$ cat config.mk
export PLATFORM = sky130hd
export DESIGN_NAME = wshb_sdram_arbiter
export DESIGN_NICKNAME = d
export VERILOG_FILES = /design/src/rtl/wshb_sdram_arbiter.sv
export SDC_FILE = /design/constraint.sdc
export NUM_CORES = 1
export LEC_CHECK = 0
export CAP_MARGIN = 20
export CORE_AREA = 2 2 131 133
export CTS_CLUSTER_SIZE = 30
export DETAILED_ROUTE_END_ITERATION = 16
export DIE_AREA = 0 0 133 135
export DONT_BUFFER_PORTS = 1
export PLACE_DENSITY = 0.3
export SKIP_LAST_GASP = 1
export SYNTH_ARGS = -nofsm -noshare
export SYNTH_HDL_FRONTEND = slang
export SYNTH_SLANG_ARGS = --single-unit
$ cat constraint.sdc
create_clock -name sys_clk -period 2.3 [get_ports sys_clk]
set_input_delay 0.46 -clock sys_clk [delete_from_list [all_inputs] [get_ports sys_clk]]
set_output_delay 0.46 -clock sys_clk [all_outputs]
set_load 0.02 [all_outputs]
$ cat src/rtl/wshb_sdram_arbiter.sv
// wshb_sdram_arbiter: shares one SDRAM Wishbone slave port between two masters.
// M0 = video frame reader, M1 = frame writer. Round-robin arbitration; a grant is
// held for the whole Wishbone cycle. Optional stall watchdog: define
// WSHB_ARB_TIMEOUT_EN to abort a granted cycle after TIMEOUT unanswered strobes.
module wshb_sdram_arbiter #(
    parameter int DATA_BYTES = 4,
    parameter int ADR_W      = 32,
    parameter int TIMEOUT    = 1024
) (
    input  logic                    sys_clk,
    input  logic                    sys_rst_n,
    // master 0 (video reader)
    input  logic                    m0_cyc,
    input  logic                    m0_stb,
    input  logic                    m0_we,
    input  logic [ADR_W-1:0]        m0_adr,
    input  logic [8*DATA_BYTES-1:0] m0_dat_ms,
    input  logic [DATA_BYTES-1:0]   m0_sel,
    input  logic [2:0]              m0_cti,
    input  logic [1:0]              m0_bte,
    output logic [8*DATA_BYTES-1:0] m0_dat_sm,
    output logic                    m0_ack,
    output logic                    m0_err,
    output logic                    m0_rty,
    // master 1 (frame writer)
    input  logic                    m1_cyc,
    input  logic                    m1_stb,
    input  logic                    m1_we,
    input  logic [ADR_W-1:0]        m1_adr,
    input  logic [8*DATA_BYTES-1:0] m1_dat_ms,
    input  logic [DATA_BYTES-1:0]   m1_sel,
    input  logic [2:0]              m1_cti,
    input  logic [1:0]              m1_bte,
    output logic [8*DATA_BYTES-1:0] m1_dat_sm,
    output logic                    m1_ack,
    output logic                    m1_err,
    output logic                    m1_rty,
    // SDRAM slave
    output logic                    s_cyc,
    output logic                    s_stb,
    output logic                    s_we,
    output logic [ADR_W-1:0]        s_adr,
    output logic [8*DATA_BYTES-1:0] s_dat_ms,
    output logic [DATA_BYTES-1:0]   s_sel,
    output logic [2:0]              s_cti,
    output logic [1:0]              s_bte,
    input  logic [8*DATA_BYTES-1:0] s_dat_sm,
    input  logic                    s_ack,
    input  logic                    s_err,
    input  logic                    s_rty,
    // one-hot grant {M1,M0}
    output logic [1:0]              gnt
);

    typedef enum logic [1:0] {
        S_IDLE  = 2'd0,
        S_GNT0  = 2'd1,
`ifdef WSHB_ARB_TIMEOUT_EN
        S_GNT1  = 2'd2,
        S_ABORT = 2'd3
`else
        S_GNT1  = 2'd2
`endif
    } state_t;

    state_t r_state;
    state_t w_next;
    logic   r_last;     // 0 = M0 owned the bus last, 1 = M1

    if (TIMEOUT < 1) begin : g_timeout_check
        $error("wshb_sdram_arbiter: TIMEOUT must be at least 1");
    end

    // read data is broadcast; each master qualifies it with its own ack
    assign m0_dat_sm = s_dat_sm;
    assign m1_dat_sm = s_dat_sm;

`ifdef WSHB_ARB_TIMEOUT_EN
    localparam int TMO_W = $clog2(TIMEOUT) + 1;

    logic [TMO_W-1:0] r_cnt;
    logic             w_term;
    logic             w_stall;

    assign w_term  = s_ack || s_err || s_rty;
    assign w_stall = s_stb && !w_term;

    // watchdog: counts unanswered strobes of the current grant
    always_ff @(posedge sys_clk or negedge sys_rst_n) begin
        if (!sys_rst_n) begin
            r_cnt <= '0;
        end else if (w_next != r_state || w_term) begin
            r_cnt <= '0;
        end else if (w_stall) begin
            r_cnt <= r_cnt + 1'b1;
        end
    end
`endif

    // state register and round-robin history
    always_ff @(posedge sys_clk or negedge sys_rst_n) begin
        if (!sys_rst_n) begin
            r_state <= S_IDLE;
            r_last  <= 1'b1;
        end else begin
            r_state <= w_next;
            if (w_next == S_GNT0) begin
                r_last <= 1'b0;
            end else if (w_next == S_GNT1) begin
                r_last <= 1'b1;
            end
        end
    end

    // next-state: release hands over directly when the other master waits
    always_comb begin
        w_next = r_state;
        case (r_state)
            S_IDLE: begin
                if (m0_cyc && m1_cyc) begin
                    w_next = r_last ? S_GNT0 : S_GNT1;
                end else if (m0_cyc) begin
                    w_next = S_GNT0;
                end else if (m1_cyc) begin
                    w_next = S_GNT1;
                end
            end
            S_GNT0: begin
                if (!m0_cyc) begin
                    w_next = m1_cyc ? S_GNT1 : S_IDLE;
                end
`ifdef WSHB_ARB_TIMEOUT_EN
                else if (w_stall && r_cnt == TMO_W'(TIMEOUT - 1)) begin
                    w_next = S_ABORT;
                end
`endif
            end
            S_GNT1: begin
                if (!m1_cyc) begin
                    w_next = m0_cyc ? S_GNT0 : S_IDLE;
                end
`ifdef WSHB_ARB_TIMEOUT_EN
                else if (w_stall && r_cnt == TMO_W'(TIMEOUT - 1)) begin
                    w_next = S_ABORT;
                end
`endif
            end
`ifdef WSHB_ARB_TIMEOUT_EN
            S_ABORT: w_next = S_IDLE;
`endif
            default: w_next = S_IDLE;
        endcase
    end

    // bus muxes: slave follows the granted master, terminations go back to it only
    always_comb begin
        s_cyc    = 1'b0;
        s_stb    = 1'b0;
        s_we     = 1'b0;
        s_adr    = '0;
        s_dat_ms = '0;
        s_sel    = '0;
        s_cti    = '0;
        s_bte    = '0;
        m0_ack   = 1'b0;
        m0_err   = 1'b0;
        m0_rty   = 1'b0;
        m1_ack   = 1'b0;
        m1_err   = 1'b0;
        m1_rty   = 1'b0;
        gnt      = 2'b00;
        case (r_state)
            S_GNT0: begin
                s_cyc    = m0_cyc;
                s_stb    = m0_stb;
                s_we     = m0_we;
                s_adr    = m0_adr;
                s_dat_ms = m0_dat_ms;
                s_sel    = m0_sel;
                s_cti    = m0_cti;
                s_bte    = m0_bte;
                m0_ack   = s_ack;
                m0_err   = s_err;
                m0_rty   = s_rty;
                gnt      = 2'b01;
            end
            S_GNT1: begin
                s_cyc    = m1_cyc;
                s_stb    = m1_stb;
                s_we     = m1_we;
                s_adr    = m1_adr;
                s_dat_ms = m1_dat_ms;
                s_sel    = m1_sel;
                s_cti    = m1_cti;
                s_bte    = m1_bte;
                m1_ack   = s_ack;
                m1_err   = s_err;
                m1_rty   = s_rty;
                gnt      = 2'b10;
            end
`ifdef WSHB_ARB_TIMEOUT_EN
            S_ABORT: begin
                // slave is released; the stalled master gets a bus error
                if (r_last) begin
                    m1_err = 1'b1;
                end else begin
                    m0_err = 1'b1;
                end
            end
`endif
            default: ;
        endcase
    end

endmodule

Word-level counts from Yosys, hierarchy flattened
Index checks and enable logic that the tools add are counted.
Widths: inputs -> output; s select.

word-level totals
  output and inout bits = 148
  input port bits = 189
  logic and storage cells = 35
  register bits = 3

cells by class
  reduce and logical (&&, ||, !) cells = 3
  equal/unequal tests = 4
  muxes and demuxes = 26

operators with widths
  operator            count
  $pmux 32 s2         2
  $mux 2              7
  $mux 1              9
  $pmux 2 s2          2
  $pmux 4 s2          1
  $pmux 1 s2          3
  $pmux 2 s3          1
  $pmux 3 s2          1
  $eq 2x1->1 const B  2
  $eq 2x2->1 const B  2
  $logic_not 2->1     1
  $reduce_bool 2->1   1
  $logic_and 1x1->1   1

Depth between registers and ports, before layout
  depth after elaboration = 7
  depth in mapped cells = 8
  gate-level depth less buffers = 6

Worst setup path before layout
OpenSTA, ideal clock, no wires.

  path kind = register -> output
  start point = register r_state[0]
  end point = output port s_adr[0]
  path buffers = 2
  cell stages (with the launch flop) = 7
  arrival time = 1.585 ns
  required time = 1.840 ns
  setup slack = 0.255 ns
  path through = dfrtp_1 -> inv_1 -> ha_1 -> buf_2 -> buf_2 -> a22oi_1 -> nor2b_1

on the way
  word-level cells in the longest chain between the ends = 2
  elaborated cells between the ends (all ways) = 3
  those cells by class = eq/ne (2); mux (1)

ends and longest elaborated chain
  item                                      RTL line  RTL
  from (decl)                               66        state_t r_state;
  from (signal assigned)                    106       r_state <= w_next;
  $eq 2x2->1 or $eq 2x1->1 (tied branches)  172       case (r_state)
  $pmux 32 s2 (*)                           172
  to (decl)                                 42        output logic [ADR_W-1:0] s_adr,

Every way passes the cells marked *; elsewhere a longest branch is shown, timed or not.

Worst setup path after layout
  start point = register r_state[1]
  end point = output port s_adr[21]

The elaborated chain is that of the path after synthesis.

==> metrics <==
Layout fillers=1,884; Max-Cap Viols=0; drt pass-1 iters=4; clock share of power=7.3%; Num Clock Sinks=3; Core Footprint=0.0164 mm2; Tcrit/Tclk final=97.1%; worst path required time=1840 ps; CP Launch Type=flip-flop; Synth Instances=273; Crit. path cell count=5; Die Ht=135 um; CTS Buf Count=3; Combinational Power Share=between 80% and 90%; Post-route DRC=0; Total Nets Final=467; chip width=133 um; switching pwr=just under 2000 uW; power density cells=1560 mW/mm2; crit-path max FO=44; Final TNS setup=0 ps; top cell type's share of synthesized area=29.1%; CTS clk-pin slew, worst paths=about 30 ps; final hold violation count=0; synthesized cell area=0.00196 mm2; total track usage=under 10%; Critical Path Max Stage Delay=roughly 420 ps; reg-to-reg endpoint=r_last$_DFFE_PN1P_; Iter 0 DRT Violations=approximately 120; clock skew=about 0.63 ps; worst skew pair latency=230 ps; routed length per instance=roughly 15 um; CP Class=reg -> out; worst-margin pin slew=274 ps; Via Count=1,986; Peak VDD IR=0.701 mV; status=finished clean; Final Setup Violations=0; CP cell instances=inv_1 -> ha_2 -> buf_12 -> nor2b_1 -> buf_4; RR Startpoint=r_state[0]$_DFF_PN0_; Rel. slew slack=between 80% and 90%; gpl congestion=between 0.6 and 0.7; Crit-path slowest cell=dfrtp_2; RSZ-0062 raised after global routing=true; Sw Ratio=51.2%; Setup crit start=r_state[1]$_DFF_PN0_; cell family with most CP delay=buffers and inverters; routed wire length=7500 um; multi-input logic area=0.00130 mm2; WP buf/inv=3; DIE AREA=0.0180 mm2; FP Rows=47; first-pass GRT wire length=10,200 um; P_leak=0.000906 uW; syn_area_per_cell=roughly 7 um2; vias in the first global route=1,922; Synthesis Warnings=0; Vias/cell=4.04; CTS H-Tree Depth=1; syn nets=468; Int Power=approximately 1900 uW; share of cells above drive strength 1=35.4%; TritonCTS clock tree=yes; Fmax achieved=448 MHz; HP Class=in -> async; initial antenna violation count=0; PortBufs=0; Sequential Power Share=3.2%; largest net degree at the start of global routing=around 50; post-synth cell types=23; Final Max Tran Viols=0; Antenna Violating Nets Remaining=0; Antenna Cells=0; Seq/Total Area, Yosys=3.89%; Initial Utilization=about an eighth; Critical Path Sink=s_adr[21]; I/O pin cnt=between 300 and 400; total gr overflow=0; Synth area leaders=a22oi_1, buf_4, nor2b_1; Syn-to-layout area delta=24.9%; Root Driver=clkbuf_16; area leader, netlist=a22oi_1; Finished Core Util=14.9%; DP HPWL=5980 um; flop2flop setup slack=350 ps; CP Capture Type=primary output; Critical Path AT=1770 ps; Bufs on Longest Clock Path=2; commonest non-fill, non-tap cells in the layout=a22oi_1, nor2b_1, buf_4; Period minus WS final=around 2200 ps; #FFs+latches synth=3; Reg2Reg Depth=7; Seq. cell area=78.8 um2
## power groups by stage
| stage | Sequential, uW | Combinational (uW) | Clock (uW) |
|---|---|---|---|
| floorplan | 105 | 2400 | 0 |
| global placement | 114 | 3330 | 0 |
| detailed placement | 116 | 3350 | 0 |
| CTS | 116 | 3390 | 283 |
| global route | 128 | 3700 | 292 |
| finish | 122 | 3430 | 280 |
## sequential cells by signal, indices dropped and copies added (netlist names)
name and flops:
r_state 2, r_last 1
## metrics by stage
step                      worst slack (ps)  area, um2  std cells  hold WS [ps]  power [uW]
after detailed placement               151       2310        485           165        3470
after CTS                            -7.86       2410        490          76.4        3790
after global routing                 -17.6       2450        491          73.5        4120
after floorplan                        255       1960        273           164        2510
final                                 66.9       2450        491          79.2        3830
after global placement                 156       2310        485           165        3440
## layer usage
| metal | GRT usage (%) | vias to the layer above | share of wire (%) | routed length (um) |
|---|---|---|---|---|
| li1 | - | 894 | - | - |
| met1 | 6.43 | 914 | 32 | 2430 |
| met2 | 14.3 | 155 | 54 | 4070 |
| met3 | 2.25 | 23 | 11 | 814 |
| met4 | 2.51 | 0 | 2.5 | 191 |
| met5 | 0 | - | 0 | 0 |
## kinds of logic after synthesis
family / Yosys count / share of synthesized area, %
simple gates: 85 / 26.8
mux: 3 / 1.85
compound gates: 83 / 32.3
fa+ha+maj: 6 / 3.83
flops: 3 / 3.89
buf+inv: 93 / 31.3
## final cells by class
cell class,instances,area share [%]
clock buffer,4,3.22
inverter,3,0.459
multi-input combinational,177,53.0
sequential,3,3.22
tap,220,11.2
timing repair buffer,84,28.8
## worst register-to-register path, delay by kind of cell (launching register included)
| family | cells | cell delay, ps |
|---|---|---|
| adders and majority gates | 2 | 450 |
| DFF | 1 | 450 |
| buffers and inverters | 2 | 400 |
| AOI/OAI and AO/OA | 2 | 400 |
| muxes | 1 | 170 |
## cells in the mapped netlist
cell type / n
nand2_1: 1
a22oi_1: 76
o21a_1: 1
a32oi_1: 1
mux2_2: 1
inv_1: 3
nor2b_1: 76
clkbuf_2: 1
mux2_4: 1
clkbuf_1: 7
dfstp_2: 1
a2bb2oi_1: 1
o22ai_1: 2
buf_4: 64
o22a_2: 1
dfrtp_1: 2
buf_2: 18
and2_1: 6
ha_1: 6
nor2_1: 1
mux2i_1: 1
a32oi_2: 1
nand2b_1: 1
## what timing repair did
action | CTS | global route
endpoints found under the hold margin | 2 | 0
hold buffers | 1 | 0
setup endpoints to repair | 35 | 51
setup buffers | 0 | 0
cloned | 0 | 1
resized for setup | 3 | 5
## worst min-delay path by stage
stage / startpoint / endpoint / depth (start not counted)
global route: sys_rst_n / r_last$_DFFE_PN1P_ / 0
CTS: sys_rst_n / r_last$_DFFE_PN1P_ / 0
detailed placement: sys_rst_n / r_state[0]$_DFF_PN0_ / 0
global placement: sys_rst_n / r_state[1]$_DFF_PN0_ / 0
floorplan: sys_rst_n / r_state[0]$_DFF_PN0_ / 0
finish: sys_rst_n / r_last$_DFFE_PN1P_ / 0
Note: power is estimated with default switching activity, not from simulation.
